$ cat src/rtl/disp_pkg.sv
// disp_pkg: shared state encoding, digit-select table and small helpers
// for the multiplexed seven-segment display scheduler.
package disp_pkg;

    // Display ownership: live data, message hold, one-frame cool-down.
    typedef enum logic [1:0] {
        LIVE = 2'd0,
        SHOW = 2'd1,
        COOL = 2'd2
    } disp_state_t;

    // Active-low anode pattern for each scan position 0..3.
    localparam logic [3:0] DIG_SEL [4] = '{4'b1110, 4'b1101, 4'b1011, 4'b0111};

    // Pick the nibble of a packed 4-digit frame for scan position sel.
    function automatic logic [3:0] nibble_sel(input logic [15:0] frame,
                                              input logic [1:0]  sel);
        return frame[{sel, 2'b00} +: 4];
    endfunction

    // Ceiling log2, used to size counters from integer parameters.
    function automatic int clog2(input int value);
        int r;
        int v;
        r = 32'sd0;
        v = value - 32'sd1;
        while (v > 32'sd0) begin
            r = r + 32'sd1;
            v = v / 32'sd2;
        end
        return r;
    endfunction

endpackage

$ cat src/rtl/tick_gen.sv
// tick_gen: one-cycle scan enable every CLK_HZ/SCAN_HZ clocks. The first
// pulse appears CLK_HZ/SCAN_HZ cycles after reset release, so a tick can
// never coincide with the release itself.
module tick_gen
    import disp_pkg::*;
#(
    parameter int CLK_HZ  = 50_000_000,
    parameter int SCAN_HZ = 1000
) (
    input  logic ck,
    input  logic R,
    output logic en
);

    localparam int DIV   = CLK_HZ / SCAN_HZ;
    localparam int CNT_W = (clog2(DIV) < 32'sd1) ? 32'sd1 : clog2(DIV);

    logic [CNT_W-1:0] cnt_r;
    logic             en_r;

    // Divider: count 0..DIV-1 and register a pulse on wrap.
    always_ff @(posedge ck or negedge R) begin
        if (!R) begin
            cnt_r <= {CNT_W{1'b0}};
            en_r  <= 1'b0;
        end else if (cnt_r == CNT_W'(DIV - 32'sd1)) begin
            cnt_r <= {CNT_W{1'b0}};
            en_r  <= 1'b1;
        end else begin
            cnt_r <= cnt_r + CNT_W'(1'b1);
            en_r  <= 1'b0;
        end
    end

    assign en = en_r;

endmodule

$ cat src/rtl/disp_scheduler.sv
// disp_scheduler: shares the 4-digit multiplexed display between a live
// source and a one-shot message. The frame register only changes at a
// frame boundary (tick while the last digit is selected), so a shown
// frame never tears. A granted message holds the display for HOLD_FRAMES
// frames, followed by one forced live frame before another grant.
// Optional build macro DISP_BLINK_EN: blanks the anodes on odd blink
// phases (BLINK_FRAMES frames each) while a message is shown.
module disp_scheduler
    import disp_pkg::*;
#(
    parameter int CLK_HZ       = 50_000_000,
    parameter int SCAN_HZ      = 1000,
    parameter int HOLD_MS      = 2000,
    parameter int BLINK_FRAMES = 62
) (
    input  logic        ck,
    input  logic        R,
    input  logic [15:0] live_val,
    input  logic        msg_req,
    input  logic [15:0] msg_val,
    output logic        msg_gnt,
    output logic        msg_done,
    output logic        src,
    output logic [3:0]  Dig,
    output logic [3:0]  k
);

    localparam int HOLD_FRAMES = HOLD_MS * SCAN_HZ / 32'sd4000;
    localparam int FL_W = (clog2(HOLD_FRAMES) < 32'sd1) ? 32'sd1 : clog2(HOLD_FRAMES);

    logic              en_s;
    logic              fb_s;
    logic              blank_s;
    logic [1:0]        sel_r;
    logic [15:0]       frame_r;
    logic [15:0]       frame_nxt_s;
    disp_state_t       state_r;
    disp_state_t       state_nxt_s;
    logic [FL_W-1:0]   frames_left_r;
    logic [FL_W-1:0]   frames_left_nxt_s;
    logic              msg_gnt_r;
    logic              msg_done_r;
    logic              gnt_nxt_s;
    logic              done_nxt_s;

    tick_gen #(
        .CLK_HZ  (CLK_HZ),
        .SCAN_HZ (SCAN_HZ)
    ) u_tick (
        .ck (ck),
        .R  (R),
        .en (en_s)
    );

    assign fb_s = en_s && (sel_r == 2'd3);

    // Scan position: advance one digit per tick, wrapping 3 -> 0.
    always_ff @(posedge ck or negedge R) begin
        if (!R) begin
            sel_r <= 2'd0;
        end else if (en_s) begin
            sel_r <= sel_r + 2'd1;
        end else begin
            sel_r <= sel_r;
        end
    end

    // Next-state and frame update; only a frame boundary can change anything.
    always_comb begin
        state_nxt_s       = state_r;
        frames_left_nxt_s = frames_left_r;
        frame_nxt_s       = frame_r;
        gnt_nxt_s         = 1'b0;
        done_nxt_s        = 1'b0;
        if (fb_s) begin
            case (state_r)
                LIVE: begin
                    if (msg_req) begin
                        frame_nxt_s       = msg_val;
                        frames_left_nxt_s = FL_W'(HOLD_FRAMES - 32'sd1);
                        state_nxt_s       = SHOW;
                        gnt_nxt_s         = 1'b1;
                    end else begin
                        frame_nxt_s = live_val;
                    end
                end
                SHOW: begin
                    if (frames_left_r == {FL_W{1'b0}}) begin
                        frame_nxt_s = live_val;
                        state_nxt_s = COOL;
                        done_nxt_s  = 1'b1;
                    end else begin
                        frames_left_nxt_s = frames_left_r - FL_W'(1'b1);
                    end
                end
                COOL: begin
                    frame_nxt_s = live_val;
                    state_nxt_s = LIVE;
                end
                default: begin
                    frame_nxt_s = live_val;
                    state_nxt_s = LIVE;
                end
            endcase
        end else begin
            state_nxt_s = state_r;
        end
    end

    // State, frame and handshake pulse registers.
    always_ff @(posedge ck or negedge R) begin
        if (!R) begin
            state_r       <= LIVE;
            frames_left_r <= {FL_W{1'b0}};
            frame_r       <= 16'h0000;
            msg_gnt_r     <= 1'b0;
            msg_done_r    <= 1'b0;
        end else begin
            state_r       <= state_nxt_s;
            frames_left_r <= frames_left_nxt_s;
            frame_r       <= frame_nxt_s;
            msg_gnt_r     <= gnt_nxt_s;
            msg_done_r    <= done_nxt_s;
        end
    end

`ifdef DISP_BLINK_EN
    localparam int BL_W = (clog2(BLINK_FRAMES) < 32'sd1) ? 32'sd1 : clog2(BLINK_FRAMES);

    logic [BL_W-1:0] blink_cnt_r;
    logic [BL_W-1:0] blink_cnt_nxt_s;
    logic            blink_odd_r;
    logic            blink_odd_nxt_s;

    // Blink phase: restart on grant, step once per elapsed message frame.
    always_comb begin
        blink_cnt_nxt_s = blink_cnt_r;
        blink_odd_nxt_s = blink_odd_r;
        if (fb_s && (state_r == LIVE) && msg_req) begin
            blink_cnt_nxt_s = {BL_W{1'b0}};
            blink_odd_nxt_s = 1'b0;
        end else if (fb_s && (state_r == SHOW) && (frames_left_r != {FL_W{1'b0}})) begin
            if (blink_cnt_r == BL_W'(BLINK_FRAMES - 32'sd1)) begin
                blink_cnt_nxt_s = {BL_W{1'b0}};
                blink_odd_nxt_s = ~blink_odd_r;
            end else begin
                blink_cnt_nxt_s = blink_cnt_r + BL_W'(1'b1);
            end
        end else begin
            blink_cnt_nxt_s = blink_cnt_r;
        end
    end

    // Blink phase registers.
    always_ff @(posedge ck or negedge R) begin
        if (!R) begin
            blink_cnt_r <= {BL_W{1'b0}};
            blink_odd_r <= 1'b0;
        end else begin
            blink_cnt_r <= blink_cnt_nxt_s;
            blink_odd_r <= blink_odd_nxt_s;
        end
    end

    assign blank_s = (state_r == SHOW) && blink_odd_r;
`else
    // BLINK_FRAMES has no function when blinking is compiled out.
    logic unused_blink_s;
    assign unused_blink_s = (BLINK_FRAMES > 32'sd0);
    assign blank_s        = 1'b0;
`endif

    assign Dig      = blank_s ? 4'b1111 : DIG_SEL[sel_r];
    assign k        = nibble_sel(frame_r, sel_r);
    assign src      = (state_r == SHOW);
    assign msg_gnt  = msg_gnt_r;
    assign msg_done = msg_done_r;

endmodule
$ cat config.mk
export PLATFORM = sky130hd
export DESIGN_NAME = disp_scheduler
export DESIGN_NICKNAME = d
export VERILOG_FILES = /design/src/rtl/disp_pkg.sv /design/src/rtl/tick_gen.sv /design/src/rtl/disp_scheduler.sv
export SDC_FILE = /design/constraint.sdc
export NUM_CORES = 1
export LEC_CHECK = 0
export BUFFER_PORTS_ARGS = -buffer_cell sky130_fd_sc_hd__buf_2
export CORE_ASPECT_RATIO = 2
export CORE_MARGIN = 4
export CORE_UTILIZATION = 42
export DETAILED_ROUTE_END_ITERATION = 8
export GPL_TIMING_DRIVEN = 0
export PLACE_DENSITY = 0.65
export REMOVE_ABC_BUFFERS = 1
export SYNTH_ARGS = -nofsm -noshare
export SYNTH_HDL_FRONTEND = slang
export SYNTH_SLANG_ARGS = --single-unit
$ cat constraint.sdc
create_clock -name ck -period 2.4 [get_ports ck]
set_input_delay 0.12 -clock ck [delete_from_list [all_inputs] [get_ports ck]]
set_output_delay 0.12 -clock ck [all_outputs]
set_load 0.05 [all_outputs]
==> impl_results.md <==
* Die Span X at ~63 um
* Worst-path clk slew at 0.06 ns
* P_leak at 1.423 nW
* CP Launch Type: flop
* Main synth FF type: dfrtp_1
* Vias per Instance at approximately 5.5
* Cts hold-fix bufs at 0
* Endpoints failing setup at 0
* HP Class: in2async
* Top area cells in the synthesized netlist: dfrtp_1 47%, mux2_2 10%, mux2_4 5.3%
* Layout fillers at roughly 530
* Worst vdd ir at about 0.00038 V
* Critical path endpoint category: flop
* Top Ports at 46
* Top-area cell type share of the netlist area at between 40% and 50%
* Ratio of cells with drive above 1 in the final layout at between 30 and 40%
* Dominant cell type by area after synthesis: dfrtp_1
* Total track usage at 15.65%
* Slew @ Worst Pin at 1.061 ns
* Kind of critical path: reg2reg
* Die ar. at between 7000 and 8000 um^2
* Final net count at about 310
* Max Slew Vio Count at 0
* Rows at 39
* Syn Inst Count at 216
* Number of H-tree levels at 2
* Number of cells after detailed placement at ~320
* Post-synthesis async set-or-reset flop share at 100.0%
* Mapped Area at about 2500 um^2
* FF+latch count, synth at between 40 and 50
* Placer Congestion at slightly above 0.8
* Num Clock Sinks at 48
* Initial drt markers at 112
* WL final at approximately 5.4 mm
* DRC viols at 0
* CTS tree: done
* Final core occ at roughly 52%
* Initial antenna violation count at 0
* CP arrival at between 2 and 2.5 ns
* Most common cell in the synthesized netlist: dfrtp_1
* TritonRoute pass-1 iters at 4
* WP data required at between 2 and 3 ns
* Clk Latency, worst-skew pair at between 0.2 and 0.3 ns
* Max FO, Critical Path at 6
* Wire length per cell at 16.33 um
* Synth cell count leaders: 48 x dfrtp_1, 23 x mux2_2, 22 x nor2_1, 12 x inv_1, 10 x nand2_1
* Max Buffers Root-to-Sink at 2
* Largest net degree at the start of global routing at around 50
* RSZ-0062 raised after global routing: false
* Vias in the first global route at around 1900
* DR vias at 1805
* Global-route wire length before repair at 9.218 mm
* Die Y at ~120 um
* Synth unique cells at between 40 and 50
* Core area at a little under 6000 um^2
* Relative slew margins at between 20% and 30%
* Initial core utilization at 43.65%
* Area delta synth->final at 19.79%
* Port Buf Inserts at 45
* Status: finished, final reports clean
* Final worst path period need at between 2 and 2.5 ns
* FMAX at ~430 MHz
* Max-Cap Viols at 0
* Avg Inst Size Synth at around 12 um^2
* Sequential element share of the synthesized area at 47.38%
* Post-synth EDFFs at 0
* Cell Count, Final, Fillers Out at about 330
* Diode count at 0
* GRT Residual Overflow at 0
* Pwr Density at 540.2 nW/um^2
* HPWL after DPL at approximately 3.8 mm
* Fin crit share at between 90% and 100%
* Setup Skew at roughly 0.0043 ns
* Syn. warnings at 0
* Clock buffer count from CTS at 5
* Fin. Hold Viols at 0
* CTS root buffer: clkbuf_16
* Post-DRT Antenna Nets at 0
through the flow:
stage / area [um^2] / setup slack (ns) / power (mW) / hold WS, ns / TNS, ns
2_1_floorplan: 2479 / 0.01879 / 0.8398 / -0.1756 / 0
3_3_place_gp: 2780 / -0.2478 / 0.8833 / 0.3674 / -3.475
5_1_grt: 3037 / 0.002278 / 1.699 / 0.1276 / 0
4_1_cts: 2984 / 0.04233 / 1.658 / 0.07424 / 0
3_5_place_dp: 2780 / -0.2510 / 0.8846 / 0.3732 / -3.314
6_report: 3037 / 0.07477 / 1.640 / 0.02419 / 0
layout by cell type (no fill, tap or decap), types with 4 or more instances in the layout:
| master | n |
|---|---|
| dfrtp_1 | 48 |
| buf_2 | 45 |
| mux2_2 | 23 |
| nor2_1 | 22 |
| inv_1 | 11 |
| nand2_1 | 10 |
| xnor2_1 | 9 |
| mux2_4 | 9 |
| nand3_1 | 8 |
| o31ai_1 | 6 |
| o21ai_0 | 6 |
| clkbuf_16 | 6 |
| nand4_1 | 5 |
| xor2_1 | 5 |
| ha_1 | 5 |
| nor3_1 | 4 |
| mux4_2 | 4 |
report_power, final:
| group | internal, mW | switching [mW] |
|---|---|---|
| Sequential | 0.810 | 0.000816 |
| Clock | 0.490 | 0.283 |
| Combinational | 0.0301 | 0.0266 |
| Total | 1.33 | 0.310 |
repair_timing:
| action | in CTS | in global routing |
|---|---|---|
| cloned | 0 | 1 |
| setup endpoints to repair | 17 | 14 |
| resized for setup | 0 | 4 |
| buffers inserted | 2 | 2 |
| pin swaps | 1 | 1 |
area by class of cell:
| cell class | instances | area [um^2] | share of cell area [%] |
|---|---|---|---|
| clock inverter | 2 | 35.03 | 1.154 |
| sequential | 48 | 1201 | 39.55 |
| tap | 61 | 76.32 | 2.513 |
| multi-input combinational | 150 | 1245 | 41.00 |
| timing repair buffer | 50 | 305.3 | 10.05 |
| clock buffer | 6 | 128.9 | 4.244 |
| inverter | 12 | 45.04 | 1.483 |
critical path, stage by stage (launching register included):
cell and delay [ns]:
dfrtp_1 0.37, inv_1 0.09, ha_4 0.16, or4b_4 0.50, or2_4 0.30, a21oi_4 0.28, buf_12 0.16, mux2_2 0.34
sequential cells by signal, summed over array words and instances (netlist names):
name	flops
u_tick.en	1
msg_gnt	1
state_r	2
frame_r	16
msg_done	1
sel_r	2
u_tick.cnt_r	16
frames_left_r	9
per-layer routing:
metal,share of wire [%],wire [um],track usage (%),vias up
met5,0,0,0,-
met4,1.6,87,4.979,0
met3,2.8,152,2.674,6
met2,56,3023,28.06,28
met1,39,2107,18.55,894
li1,-,-,-,877
cells by family after synthesis:
| logic type | count (synthesis) | share of synthesized area, % |
|---|---|---|
| and+or+nand+nor | 69 | 14.56 |
| DFF | 48 | 47.38 |
| muxes | 36 | 19.10 |
| AOI/OAI and AO/OA | 25 | 7.157 |
| buffers and inverters | 18 | 3.998 |
| xor gates and xnor gates | 14 | 4.837 |
| adders and majority gates | 6 | 2.961 |
worst paths after layout:
| path | slack, ns | cells after the start | to | start |
|---|---|---|---|---|
| worst max-delay path | 0.07 | 7 | frame_r[15] | frames_left_r[0] |
| worst min-delay path | 0.02 | 1 | frames_left_r[6] | R |
| worst max register to register | 0.07 | 7 | frame_r[15] | frames_left_r[0] |
| worst min register to register | 0.50 | 1 | u_tick.cnt_r[0] | u_tick.cnt_r[0] |
| max in group asynchronous | 1.71 | 1 | u_tick.cnt_r[7] | R |
| min in group ck | 0.12 | 3 | msg_gnt | msg_req |
No activity file was read; power rests on OpenSTA's default activity.
